--- config.mk ---
export PLATFORM = sky130hd
export DESIGN_NAME = mul8_err_sweep_ctrl_flat
export DESIGN_NICKNAME = d
export VERILOG_FILES = /design/src/rtl/mul8_err_sweep_ctrl_if.sv /design/src/rtl/mul8_err_sweep_ctrl.sv /design/src/flat_wrapper.sv
export SDC_FILE = /design/constraint.sdc
export NUM_CORES = 1
export LEC_CHECK = 0
export ABC_CLOCK_PERIOD_IN_PS = 8300
export BUFFER_PORTS_ARGS = -buffer_cell sky130_fd_sc_hd__buf_2
export CORE_MARGIN = 2
export CORE_UTILIZATION = 40
export DETAILED_ROUTE_END_ITERATION = 12
export PLACE_DENSITY = 0.68
export SLEW_MARGIN = 20
export SYNTH_ARGS = -nofsm -noshare
export SYNTH_HDL_FRONTEND = slang
export SYNTH_SLANG_ARGS = --single-unit
--- constraint.sdc ---
create_clock -name clk -period 8.3 [get_ports clk]
set_clock_uncertainty 0.2 [all_clocks]
set_input_delay 1.66 -clock clk [delete_from_list [all_inputs] [get_ports clk]]
set_output_delay 1.66 -clock clk [all_outputs]
set_load 0.02 [all_outputs]
--- src/rtl/mul8_err_sweep_ctrl_if.sv ---
// Bus bundle between the error-sweep controller and whoever drives it.
// The controller's side is the slave modport. The testbench or host side
// is the master modport.
// Optional macro: WORST_CASE_CAPTURE_EN adds the worst-case capture signals.
interface mul8_err_sweep_ctrl_if;
  logic        start_i;
  logic        mode_i;
  logic [7:0]  a_o;
  logic [7:0]  b_o;
  logic [15:0] approx_i;
  logic        busy_o;
  logic        done_o;
  logic [16:0] vec_cnt_o;
  logic [16:0] err_cnt_o;
  logic [31:0] sum_aed_o;
  logic [15:0] max_aed_o;
`ifdef WORST_CASE_CAPTURE_EN
  logic [7:0]  worst_a_o;
  logic [7:0]  worst_b_o;
  logic [15:0] worst_approx_o;

  modport slave (
    input  start_i, mode_i, approx_i,
    output a_o, b_o, busy_o, done_o, vec_cnt_o, err_cnt_o, sum_aed_o, max_aed_o,
           worst_a_o, worst_b_o, worst_approx_o
  );
  modport master (
    output start_i, mode_i, approx_i,
    input  a_o, b_o, busy_o, done_o, vec_cnt_o, err_cnt_o, sum_aed_o, max_aed_o,
           worst_a_o, worst_b_o, worst_approx_o
  );
`else
  modport slave (
    input  start_i, mode_i, approx_i,
    output a_o, b_o, busy_o, done_o, vec_cnt_o, err_cnt_o, sum_aed_o, max_aed_o
  );
  modport master (
    output start_i, mode_i, approx_i,
    input  a_o, b_o, busy_o, done_o, vec_cnt_o, err_cnt_o, sum_aed_o, max_aed_o
  );
`endif
endinterface

--- src/rtl/mul8_err_sweep_ctrl.sv ---
// Error-characterisation sequencer for an 8x8 approximate multiplier.
// In exhaustive mode it walks all 65536 operand pairs. In random mode it
// walks RAND_SAMPLES LFSR vectors. For each vector it waits SETTLE_CYCLES,
// samples the multiplier result and compares it with the exact product.
// It accumulates the error count, the sum of absolute error distance and
// the maximum absolute error distance.
// Optional macro: WORST_CASE_CAPTURE_EN records the operands and the result
// of the vector with the largest error.
module mul8_err_sweep_ctrl #(
  parameter int          SETTLE_CYCLES = 4,
  parameter int          RAND_SAMPLES  = 10000,
  parameter logic [15:0] LFSR_SEED     = 16'hACE1
) (
  input logic                 clk,
  input logic                 rst,
  mul8_err_sweep_ctrl_if.slave bus
);

  localparam logic [7:0]  SETTLE   = 8'(SETTLE_CYCLES);
  localparam logic [16:0] RAND_CNT = 17'(RAND_SAMPLES);

  typedef enum logic [2:0] {
    ST_IDLE,
    ST_DRIVE,
    ST_WAIT,
    ST_SAMPLE,
    ST_FIN
  } state_t;

  state_t      state_q, state_d;
  logic        mode_q, mode_d;
  logic [15:0] idx_q, idx_d;
  logic [15:0] lfsr_q, lfsr_d;
  logic [7:0]  wait_q, wait_d;
  logic [7:0]  a_q, a_d;
  logic [7:0]  b_q, b_d;
  logic        busy_q, busy_d;
  logic        done_q, done_d;
  logic [16:0] vec_q, vec_d;
  logic [16:0] err_q, err_d;
  logic [31:0] sum_q, sum_d;
  logic [15:0] max_q, max_d;
`ifdef WORST_CASE_CAPTURE_EN
  logic [7:0]  worst_a_q, worst_a_d;
  logic [7:0]  worst_b_q, worst_b_d;
  logic [15:0] worst_app_q, worst_app_d;
`endif

  // Datapath helpers. The exact product is taken from the registered
  // operands, so it matches what the multiplier under test is seeing.
  logic [15:0] exact;
  logic [15:0] aed;
  logic [15:0] lfsr_step;
  logic        last_vec;

  assign exact     = {8'h00, a_q} * {8'h00, b_q};
  assign aed       = (exact >= bus.approx_i) ? (exact - bus.approx_i) : (bus.approx_i - exact);
  // Fibonacci LFSR for x^16+x^14+x^13+x^11+1, shifting towards the MSB.
  assign lfsr_step = {lfsr_q[14:0], lfsr_q[15] ^ lfsr_q[13] ^ lfsr_q[12] ^ lfsr_q[10]};
  assign last_vec  = mode_q ? ((vec_q + 17'd1) == RAND_CNT) : (idx_q == 16'hFFFF);

  // Next-state and register-update logic. Every _d defaults to hold.
  always_comb begin
    state_d = state_q;
    mode_d  = mode_q;
    idx_d   = idx_q;
    lfsr_d  = lfsr_q;
    wait_d  = wait_q;
    a_d     = a_q;
    b_d     = b_q;
    busy_d  = busy_q;
    done_d  = done_q;
    vec_d   = vec_q;
    err_d   = err_q;
    sum_d   = sum_q;
    max_d   = max_q;
`ifdef WORST_CASE_CAPTURE_EN
    worst_a_d   = worst_a_q;
    worst_b_d   = worst_b_q;
    worst_app_d = worst_app_q;
`endif
    case (state_q)
      ST_IDLE: begin
        if (bus.start_i) begin
          state_d = ST_DRIVE;
          mode_d  = bus.mode_i;
          idx_d   = 16'h0000;
          lfsr_d  = LFSR_SEED;
          busy_d  = 1'b1;
          done_d  = 1'b0;
          vec_d   = 17'd0;
          err_d   = 17'd0;
          sum_d   = 32'd0;
          max_d   = 16'd0;
`ifdef WORST_CASE_CAPTURE_EN
          worst_a_d   = 8'h00;
          worst_b_d   = 8'h00;
          worst_app_d = 16'h0000;
`endif
        end
      end
      ST_DRIVE: begin
        a_d     = mode_q ? lfsr_q[15:8] : idx_q[15:8];
        b_d     = mode_q ? lfsr_q[7:0]  : idx_q[7:0];
        wait_d  = SETTLE;
        state_d = ST_WAIT;
      end
      ST_WAIT: begin
        // A count of 1 or less ends the wait. This also stops a count of
        // zero from stalling the FSM.
        if (wait_q <= 8'd1) begin
          state_d = ST_SAMPLE;
        end else begin
          wait_d = wait_q - 8'd1;
        end
      end
      ST_SAMPLE: begin
        vec_d = vec_q + 17'd1;
        sum_d = sum_q + {16'h0000, aed};
        if (aed != 16'h0000) begin
          err_d = err_q + 17'd1;
        end
        if (aed > max_q) begin
          max_d = aed;
`ifdef WORST_CASE_CAPTURE_EN
          worst_a_d   = a_q;
          worst_b_d   = b_q;
          worst_app_d = bus.approx_i;
`endif
        end
        if (mode_q) begin
          lfsr_d = lfsr_step;
        end else begin
          idx_d = idx_q + 16'd1;
        end
        if (last_vec) begin
          state_d = ST_FIN;
          busy_d  = 1'b0;
          done_d  = 1'b1;
        end else begin
          state_d = ST_DRIVE;
        end
      end
      ST_FIN: begin
        state_d = ST_IDLE;
      end
      default: begin
        state_d = ST_IDLE;
      end
    endcase
  end

  // State and datapath registers. The reset is asynchronous.
  always_ff @(posedge clk or posedge rst) begin
    if (rst) begin
      state_q <= ST_IDLE;
      mode_q  <= 1'b0;
      idx_q   <= 16'h0000;
      lfsr_q  <= LFSR_SEED;
      wait_q  <= 8'd0;
      a_q     <= 8'h00;
      b_q     <= 8'h00;
      busy_q  <= 1'b0;
      done_q  <= 1'b0;
      vec_q   <= 17'd0;
      err_q   <= 17'd0;
      sum_q   <= 32'd0;
      max_q   <= 16'd0;
`ifdef WORST_CASE_CAPTURE_EN
      worst_a_q   <= 8'h00;
      worst_b_q   <= 8'h00;
      worst_app_q <= 16'h0000;
`endif
    end else begin
      state_q <= state_d;
      mode_q  <= mode_d;
      idx_q   <= idx_d;
      lfsr_q  <= lfsr_d;
      wait_q  <= wait_d;
      a_q     <= a_d;
      b_q     <= b_d;
      busy_q  <= busy_d;
      done_q  <= done_d;
      vec_q   <= vec_d;
      err_q   <= err_d;
      sum_q   <= sum_d;
      max_q   <= max_d;
`ifdef WORST_CASE_CAPTURE_EN
      worst_a_q   <= worst_a_d;
      worst_b_q   <= worst_b_d;
      worst_app_q <= worst_app_d;
`endif
    end
  end

  assign bus.a_o       = a_q;
  assign bus.b_o       = b_q;
  assign bus.busy_o    = busy_q;
  assign bus.done_o    = done_q;
  assign bus.vec_cnt_o = vec_q;
  assign bus.err_cnt_o = err_q;
  assign bus.sum_aed_o = sum_q;
  assign bus.max_aed_o = max_q;
`ifdef WORST_CASE_CAPTURE_EN
  assign bus.worst_a_o      = worst_a_q;
  assign bus.worst_b_o      = worst_b_q;
  assign bus.worst_approx_o = worst_app_q;
`endif

endmodule

--- src/flat_wrapper.sv ---
// flat-port wrapper written by rule: the top's interface ports become plain ports
module mul8_err_sweep_ctrl_flat 
#(
  parameter int          SETTLE_CYCLES = 4,
  parameter int          RAND_SAMPLES  = 10000,
  parameter logic [15:0] LFSR_SEED     = 16'hACE1
)
  (clk, rst, bus_start_i, bus_mode_i, bus_approx_i, bus_a_o, bus_b_o, bus_busy_o, bus_done_o, bus_vec_cnt_o, bus_err_cnt_o, bus_sum_aed_o, bus_max_aed_o);
  mul8_err_sweep_ctrl_if bus_i ();
  input logic clk;
  input logic rst;
  input wire logic [$bits(bus_i.start_i)-1:0] bus_start_i;
  input wire logic [$bits(bus_i.mode_i)-1:0] bus_mode_i;
  input wire logic [$bits(bus_i.approx_i)-1:0] bus_approx_i;
  output wire logic [$bits(bus_i.a_o)-1:0] bus_a_o;
  output wire logic [$bits(bus_i.b_o)-1:0] bus_b_o;
  output wire logic [$bits(bus_i.busy_o)-1:0] bus_busy_o;
  output wire logic [$bits(bus_i.done_o)-1:0] bus_done_o;
  output wire logic [$bits(bus_i.vec_cnt_o)-1:0] bus_vec_cnt_o;
  output wire logic [$bits(bus_i.err_cnt_o)-1:0] bus_err_cnt_o;
  output wire logic [$bits(bus_i.sum_aed_o)-1:0] bus_sum_aed_o;
  output wire logic [$bits(bus_i.max_aed_o)-1:0] bus_max_aed_o;
  assign bus_i.start_i = bus_start_i;
  assign bus_i.mode_i = bus_mode_i;
  assign bus_i.approx_i = bus_approx_i;
  assign bus_a_o = bus_i.a_o;
  assign bus_b_o = bus_i.b_o;
  assign bus_busy_o = bus_i.busy_o;
  assign bus_done_o = bus_i.done_o;
  assign bus_vec_cnt_o = bus_i.vec_cnt_o;
  assign bus_err_cnt_o = bus_i.err_cnt_o;
  assign bus_sum_aed_o = bus_i.sum_aed_o;
  assign bus_max_aed_o = bus_i.max_aed_o;
  mul8_err_sweep_ctrl #(.SETTLE_CYCLES(SETTLE_CYCLES), .RAND_SAMPLES(RAND_SAMPLES), .LFSR_SEED(LFSR_SEED)) u_core (.clk(clk), .rst(rst), .bus(bus_i));
endmodule
==> reports/results.tsv <==
metric	value	unit
areaGrowthSynthToFinish	21.2	%
die_width	176	µm
wl	32000	µm
worstHoldPathType	reg -> reg	
overflow	0	
numCtsBuffers	17	
status	finished, final reports clean	
grt_use_total	20.4	%
drtIter0Drc	596	
timing.fmax	0.124	GHz
cts_tree	built	
antenna_found_initial	1	
clock-sinks	144	
synth_top_flop_cell	dfrtp_1	
hold_viol	0	
die_h	176	µm
whs	0.263	ns
finalSetupTns	0	ns
ys_seq_elements	144	
clock_tree.buffer_depth	2	
drcViolationCount	0	
start_util	40.3	%
synth-simple-area-share	20.6	%
vdd_drop_max	237	µV
row_count	63	
maxSlewHeadroom	31.4	%
grt_setup_unrepaired	yes	
pin_count	120	
required	8.44	ns
stdcell_area	14400	µm²
port_buffers	119	
first_global_vias	9977	
ys_types	70	
n_antenna_cell	0	
cellPowerDensity	423	nW/µm²
post-route-period-util	96.8	%
wl_per_cell	16.4	µm
synth_xor_area_share	4.65	%
synth_compound_area_share	16.7	%
synthArstFlopShare	100	%
num_vias	10600	
die-area	31000	µm²
first_pass_iters	6	
worstPathArrival	8.18	ns
setup_violations	0	
max_stage_delay	0.57	ns
worstSetupPathType	reg -> reg	
hpwl	23700	µm
drive_gt1_share	22.3	%
maxSlewViolCount	0	
yosysWarnings	0	
start_kind	flip-flop	
cts_htree_levels	4	
antenna_left	0	
end_kind	flip-flop	
max_slew.worst_pin.slew	1.03	ns
final_common_cell	nand2_1	
grt_max_degree	82	
grt_first_pass_wirelength	51100	µm
leakage	7.04	nW
syn_inst	1373	
clk_pin_slew_worst_paths	0.06	ns
cts_root_buf	clkbuf_16	
core_area	29400	µm²
drv_cap	0	
placed_area	13200	µm²
synth_top_family_by_area	simple AND/OR/NAND/NOR gates	
synth_fa_ha_area_share	18.1	%
clk_latency	0.43	ns
synth.net_count	1541	
slowest_stage	fa_1	
nets	1711	
synth_edf_count	0	
vias_per_cell	5.42	
synthMuxAreaShare	3.49	%
syn-cell-area	11900	µm²
period_needed	8.03	ns
gp_congestion	0.895	
cp_max_fo	6	
utilization	48.9	%
postSynthAreaPerCell	8.64	µm²
final_cell_mix	nand2_1 (163), dfrtp_1 (125), inv_1 (123)	
yosysSeqAreaShare	30.5	%
[where the power goes]
part | switching, W | total [W] | internal [W] | leakage (nW)
Sequential | 0.000246 | 0.00117 | 0.000923 | 1.88
Combinational | 0.00237 | 0.00417 | 0.00180 | 4.90
Clock | 0.000315 | 0.000735 | 0.000421 | 0.259
[layout make-up]
class                      count  area (µm²)
sequential                   144        3630
inverter                     127         482
clock inverter                12         109
multi-input combinational   1048        7920
fill                        2755       15000
tap                          390         488
clock buffer                  20         447
timing repair buffer         205        1310
[synth_stat cells (13+ instances only)]
cell type  instances  area [µm²]
a21o_1            16         120
a21oi_1           68         340
a221o_1           16         160
and2_1            61         382
and3_1            30         188
clkbuf_1          42         158
dfrtp_1          136        3400
fa_1              39         781
ha_1             109        1360
inv_1            127         477
mux2i_1           29         290
nand2_1          168         631
nand2b_1          13        81.3
nand3_1           41         205
nand4_1           16         100
nor2_1            77         289
nor3_1            30         150
o211ai_1          22         165
o21ai_0           88         440
o31ai_1           18         135
or3_1             19         119
xnor2_1           33         289
xor2_1            30         263
[stage by stage]
step | total power (W) | setup WS [ns] | instances
5_1_grt | 0.00657 | -0.180 | 1946
4_1_cts | 0.00569 | 0.0176 | 1924
3_3_place_gp | 0.00484 | -0.102 | 1891
6_report | 0.00607 | 0.266 | 1946
2_1_floorplan | 0.00369 | 0.00389 | 1373
3_5_place_dp | 0.00489 | -0.188 | 1891
[what timing repair did]
item                       4_1_cts  5_1_grt
gates cloned                     0        2
hold buffers                     0        0
gates resized for setup         10       71
pin swaps                        6       48
buffers inserted                 1       20
setup endpoints to repair       48       52
[per-layer routing]
| metal | part of all wire, % | wire length (µm) | track usage [%] | up-vias |
|---|---|---|---|---|
| li1 | - | - | - | 5108 |
| met1 | 45 | 14500 | 28.0 | 5137 |
| met2 | 46 | 14800 | 31.7 | 255 |
| met3 | 5.7 | 1840 | 4.59 | 55 |
| met4 | 2.6 | 819 | 6.92 | 2 |
| met5 | 0.041 | 13 | 0 | - |
[path summary, 6_finish.rpt]
kind / from / endpoint / slack [ns] / cells past startpoint
max: u_core.bus.a_o[1] / u_core.bus.max_aed_o[2] / 0.27 / 31
min: u_core.lfsr_q[6] / u_core.lfsr_q[7] / 0.26 / 2
max reg2reg: u_core.bus.a_o[1] / u_core.bus.max_aed_o[2] / 0.27 / 31
min reg2reg: u_core.lfsr_q[6] / u_core.lfsr_q[7] / 0.26 / 2
max in group asynchronous: rst / u_core.bus.b_o[3] / 5.35 / 3
min in group asynchronous: rst / u_core.bus.sum_aed_o[25] / 1.15 / 2
[critical path, delay by kind of cell, from the launching register on]
family                     cells  cell delay, ns
and+or+nand+nor               10            2.33
AOI/OAI and AO/OA              5            0.93
buffers and inverters          7            0.74
DFF                            1            0.44
xor gates and xnor gates       1            0.16
muxes                          1            0.19
adders and majority gates      7            2.92
[sequential cells by signal, summed over array words and instances (netlist names)]
| signal | count |
|---|---|
| u_core.bus.done_o | 1 |
| u_core.idx_q | 16 |
| u_core.bus.vec_cnt_o | 17 |
| u_core.bus.max_aed_o | 16 |
| u_core.wait_q | 8 |
| u_core.state_q | 3 |
| u_core.bus.a_o | 8 |
| u_core.mode_q | 1 |
| u_core.bus.sum_aed_o | 32 |
| u_core.lfsr_q | 16 |
| u_core.bus.b_o | 8 |
| u_core.bus.err_cnt_o | 17 |
| u_core.bus.busy_o | 1 |
[cells by family (layout without fill, tap and decap cells)]
| logic type | count (synthesis) | in the layout |
|---|---|---|
| and+or+nand+nor | 495 | 495 |
| xor gates and xnor gates | 63 | 63 |
| adders and majority gates | 148 | 148 |
| DFF | 144 | 144 |
| AOI/OAI and AO/OA | 302 | 302 |
| buffers and inverters | 181 | 364 |
| muxes | 40 | 40 |
Note: power is estimated with default switching activity, not from simulation.
